### config.mk
export PLATFORM = sky130hd
export DESIGN_NAME = detector_sequencer
export DESIGN_NICKNAME = d
export VERILOG_FILES = /design/src/rtl/detector_sequencer.sv
export SDC_FILE = /design/constraint.sdc
export NUM_CORES = 1
export LEC_CHECK = 0
export CORE_MARGIN = 4
export CORE_UTILIZATION = 28
export CTS_CLUSTER_DIAMETER = 200
export DETAILED_ROUTE_END_ITERATION = 12
export SKIP_CTS_REPAIR_TIMING = 1
export SYNTH_ARGS = -nofsm -noshare
export SYNTH_HDL_FRONTEND = slang
export SYNTH_SLANG_ARGS = --single-unit
### constraint.sdc
create_clock -name clk -period 5.3 [get_ports clk]
set_input_delay 1.325 -clock clk [delete_from_list [all_inputs] [get_ports clk]]
set_output_delay 1.325 -clock clk [all_outputs]
set_load 0.05 [all_outputs]
### src/rtl/detector_sequencer.sv
// Test sequencer for the one-hot sequence detector: clears it, streams a pattern
// into w LSB first, and logs the detector's z response bit by bit.
module detector_sequencer #(
  parameter int WIDTH = 16,
  parameter int CNT_W = 5
) (
  input  logic             clk,
  input  logic             reset,
  input  logic             start,
  input  logic [WIDTH-1:0] pattern,
  input  logic             z,
  output logic             w,
  output logic             det_clr,
  output logic             busy,
  output logic             done,
  output logic [CNT_W-1:0] match_count,
  output logic [WIDTH-1:0] z_log
);

  localparam int KW = $clog2(WIDTH);

  typedef enum logic [2:0] {
    S_IDLE,
    S_CLEAR,
    S_SHIFT,
    S_DRAIN,
    S_DONE
  } state_t;

  state_t           state_q, state_d;
  logic [WIDTH:0]   shift_q, shift_d;
  logic [KW-1:0]    k_q, k_d;
  logic [CNT_W-1:0] count_q, count_d;
  logic [WIDTH-1:0] zlog_q, zlog_d;
  logic             det_clr_q, busy_q, done_q;
  logic             sample_en;
  logic [KW-1:0]    sample_idx;

  // The pattern is loaded one position up so bit 0 stays 0 during CLEAR, and zeros
  // shift in behind it, keeping w low outside SHIFT without any output gating.
  always_comb begin
    state_d    = state_q;
    shift_d    = shift_q;
    k_d        = k_q;
    count_d    = count_q;
    zlog_d     = zlog_q;
    sample_en  = 1'b0;
    sample_idx = '0;
    case (state_q)
      S_IDLE: begin
        if (start) begin
          state_d = S_CLEAR;
          shift_d = {pattern, 1'b0};
          k_d     = '0;
          count_d = '0;
          zlog_d  = '0;
        end
      end
      S_CLEAR: begin
        state_d = S_SHIFT;
        shift_d = shift_q >> 1;
      end
      S_SHIFT: begin
        shift_d = shift_q >> 1;
        k_d     = k_q + 1'b1;
        // z lags w by one cycle, so bit k reports on bit k-1.
        if (k_q != '0) begin
          sample_en  = 1'b1;
          sample_idx = k_q - 1'b1;
        end
        if (k_q == KW'(WIDTH - 1)) begin
          state_d = S_DRAIN;
        end
      end
      S_DRAIN: begin
        sample_en  = 1'b1;
        sample_idx = KW'(WIDTH - 1);
        state_d    = S_DONE;
      end
      S_DONE: begin
        state_d = S_IDLE;
      end
      default: begin
        state_d = S_IDLE;
      end
    endcase
    if (sample_en) begin
      zlog_d[sample_idx] = z;
      if (z && (count_q != '1)) begin
        count_d = count_q + 1'b1;
      end
    end
  end

  always_ff @(posedge clk or negedge reset) begin
    if (!reset) begin
      state_q   <= S_IDLE;
      shift_q   <= '0;
      k_q       <= '0;
      count_q   <= '0;
      zlog_q    <= '0;
      det_clr_q <= 1'b0;
      busy_q    <= 1'b0;
      done_q    <= 1'b0;
    end else begin
      state_q   <= state_d;
      shift_q   <= shift_d;
      k_q       <= k_d;
      count_q   <= count_d;
      zlog_q    <= zlog_d;
      det_clr_q <= (state_d == S_CLEAR);
      busy_q    <= (state_d != S_IDLE);
      done_q    <= (state_d == S_DONE);
    end
  end

  assign w           = shift_q[0];
  assign det_clr     = det_clr_q;
  assign busy        = busy_q;
  assign done        = done_q;
  assign match_count = count_q;
  assign z_log       = zlog_q;

endmodule
==> impl_metrics.ini <==
[outcome]
status = finished clean

[synth]
ys_seq_elements = 48
synth_ff_type = dfrtp_1
synthArstFlopShare_pct = 100
syn_avg_cell_area_sq_um = 9.64
syn_nets = 269
synth_largest_area_cell = dfrtp_1
ys_types = 42
yosys_warnings = 0
yosysSeqAreaShare_pct = 50.9
syn_area_sq_um = 2360
syn_inst = 245
synth.area.top_cells = dfrtp_1 51%, nand2_1 6.5%, nor2_1 4.8%, mux2i_1 3.8%, a31oi_1 2.9%
yosys.area.top_type_share_pct = 50.9
synth_edf_count = 0
yosysMostFrequentCell = dfrtp_1
yosys-top-cells-count = 48 x dfrtp_1, 41 x nand2_1, 30 x nor2_1

[grt]
overflow = 0
grt_max_degree = 49
antenna_found_initial = 0
globalRouteTotalUtil_pct = 10.5
grt_first_pass_wirelength_um = 8510
first_global_vias = 1722

[die]
coreArea_sq_um = 8220
pin_count = 45
row_count = 33
die_w_um = 99.8
initial_utilization_pct = 28.7
die_h_um = 99.8
dieArea_sq_um = 9970

[detailed_routing]
avgRoutedWirePerCell_um = 13.4
drtPass1Iterations = 6
top_layer = met4
drt_iter0_markers = 73
routed_wl_um = 5130
wl_met1_um = 2430
vias = 1828
wl_met3_um = 148
drcViolationCount = 0
vias_per_cell = 4.77
met2WireLength_um = 2460
ant_nets = 0

[worst_setup_path]
cp_slowest_stage_delay_ns = 0.83
cpLargestDelayFamily = buffers and inverters
worstSetupPathType = register to output pin
slowest_stage = clkdlybuf4s50_1
cp-startpoint = match_count[2]
worstPathCellList = clkdlybuf4s50_1
rr_startpoint = k_q[0]
setup.worst_path.end_class = output pin
crit_arrival_ns = 1.56
worstPathRequired_ns = 3.97
cp.buffers_inverters = 1
setup.worst_path.start_class = register
worst-path-max-fanout = 5

[clock_tree]
cts_tree = done
cts_root_buffer = clkbuf_8
clk_latency_ns = 0.30
cts.sinks = 48
htreeDepth = 2
clockBufferDepth = 2
clk_pin_slew_ns = 0.09
cts_buffers = 5

[layout]
final_area_sq_um = 2890
final_nets = 302
area_growth_pct = 22.6
seq_area_sq_um = 1200
nFillCells = 828
n_antenna_cell = 0
multi_input_area_sq_um = 1000
drive_gt1_share_pct = 6.47

[sta]
clock_skew_ns = 0.00846
period_share_pct = 54.4
tns_ns = 0
rsz0062_at_grt = no
max-slew-margin-rel_pct = 28.6
timing.fmax_ghz = 0.347
finalHoldViolCount = 0
setup_viol = 0
period_needed_ns = 2.89
drv_slew = 0
worst_pin_slew_ns = 1.07

[pwr]
pwr_density_cell_nw_per_um2 = 553
peakVddDrop_mv = 0.160
p_leak_nw = 1.24

[hold_path]
hold_class = register to register
worstHoldStart = shift_q[1]

[place]
place.gp.congestion = 0.712
io_buffers = 44
dp_hpwl_um = 3540
placed_cell_area_sq_um = 2820

[job]
maxCapViolCount = 0
-- per-stage QoR --
step,power (mW),hold slack (ns),utilization [%],std cells,setup WS (ns)
final,1.60,0.501,35.2,383,2.41
after global routing,1.73,0.526,35.2,383,2.37
after CTS,1.61,0.507,35.2,383,2.40
after detailed placement,1.40,0.484,34.3,376,2.21
after global placement,1.39,0.461,34.3,376,2.24
after floorplan,1.23,0.451,-,245,2.92
-- path summary, 6_finish.rpt --
path	to	slack, ns	depth (start not counted)
worst max-delay path	match_count[2]	2.41	1
worst min-delay path	shift_q[0]	0.50	2
worst max register to register	z_log[11]	3.04	7
worst min register to register	shift_q[0]	0.50	2
max in group asynchronous	match_count[0]	3.43	1
min in group asynchronous	k_q[1]	1.22	1
-- placed cells by master (no fill, tap or decap), drive strengths merged, types with 3 or more instances in the layout --
| master | count |
|---|---|
| dfrtp | 48 |
| clkdlybuf4s50 | 43 |
| nand2 | 41 |
| nor2 | 30 |
| o21ai | 15 |
| a31oi | 12 |
| inv | 10 |
| o31ai | 9 |
| mux2i | 9 |
| o211ai | 8 |
| nand3 | 6 |
| clkbuf | 6 |
| o22ai | 5 |
| ha | 4 |
| nand2b | 3 |
-- per-layer routing --
layer	up-vias	global-route usage [%]
met5	-	0
li1	923	-
met2	28	17.2
met4	0	4.10
met3	5	2.08
met1	872	13.7
-- registers in the layout, summed over array words and instances, names as in the netlist --
register and cells:
shift_q 17, z_log 16, match_count 5, k_q 4, state_q 3, busy 1
det_clr 1, done 1
-- cells by family (layout without fill, tap and decap cells) --
logic type               after synthesis  after routing  share of synthesized area, %
AO/OA/AOI/OAI                         59             59                          17.1
XOR/XNOR                               2              2                         0.742
adder cells (fa/ha/maj)                4              4                          2.12
buffers and inverters                 30             63                          6.78
flip-flops                            48             48                          50.9
AND/OR/NAND/NOR                       93             93                          18.6
multiplexers                           9              9                          3.82
-- where the power goes --
group,internal [mW],switching (mW),leakage [nW]
combinational,0.269,0.525,0.582
clock,0.0900,0.121,0.0410
sequential,0.492,0.104,0.613
total,0.851,0.750,1.24
-- area by class of cell --
type	count	area share [%]
Timing Repair Buffer	45	15.3
Clock inverter	1	0.173
Inverter	11	1.43
Multi-Input combinational cell	167	34.5
Tap cell	105	4.54
Clock buffer	6	2.51
Sequential cell	48	41.5
-- worst reg2reg max path, stage by stage (launching register included) --
cell	delay, ns
dfrtp_1	0.53
inv_1	0.15
ha_1	0.43
nand2b_1	0.15
o21a_1	0.23
a21oi_1	0.34
nand2b_1	0.18
mux2i_1	0.18
(Power assumes the default switching activity.)
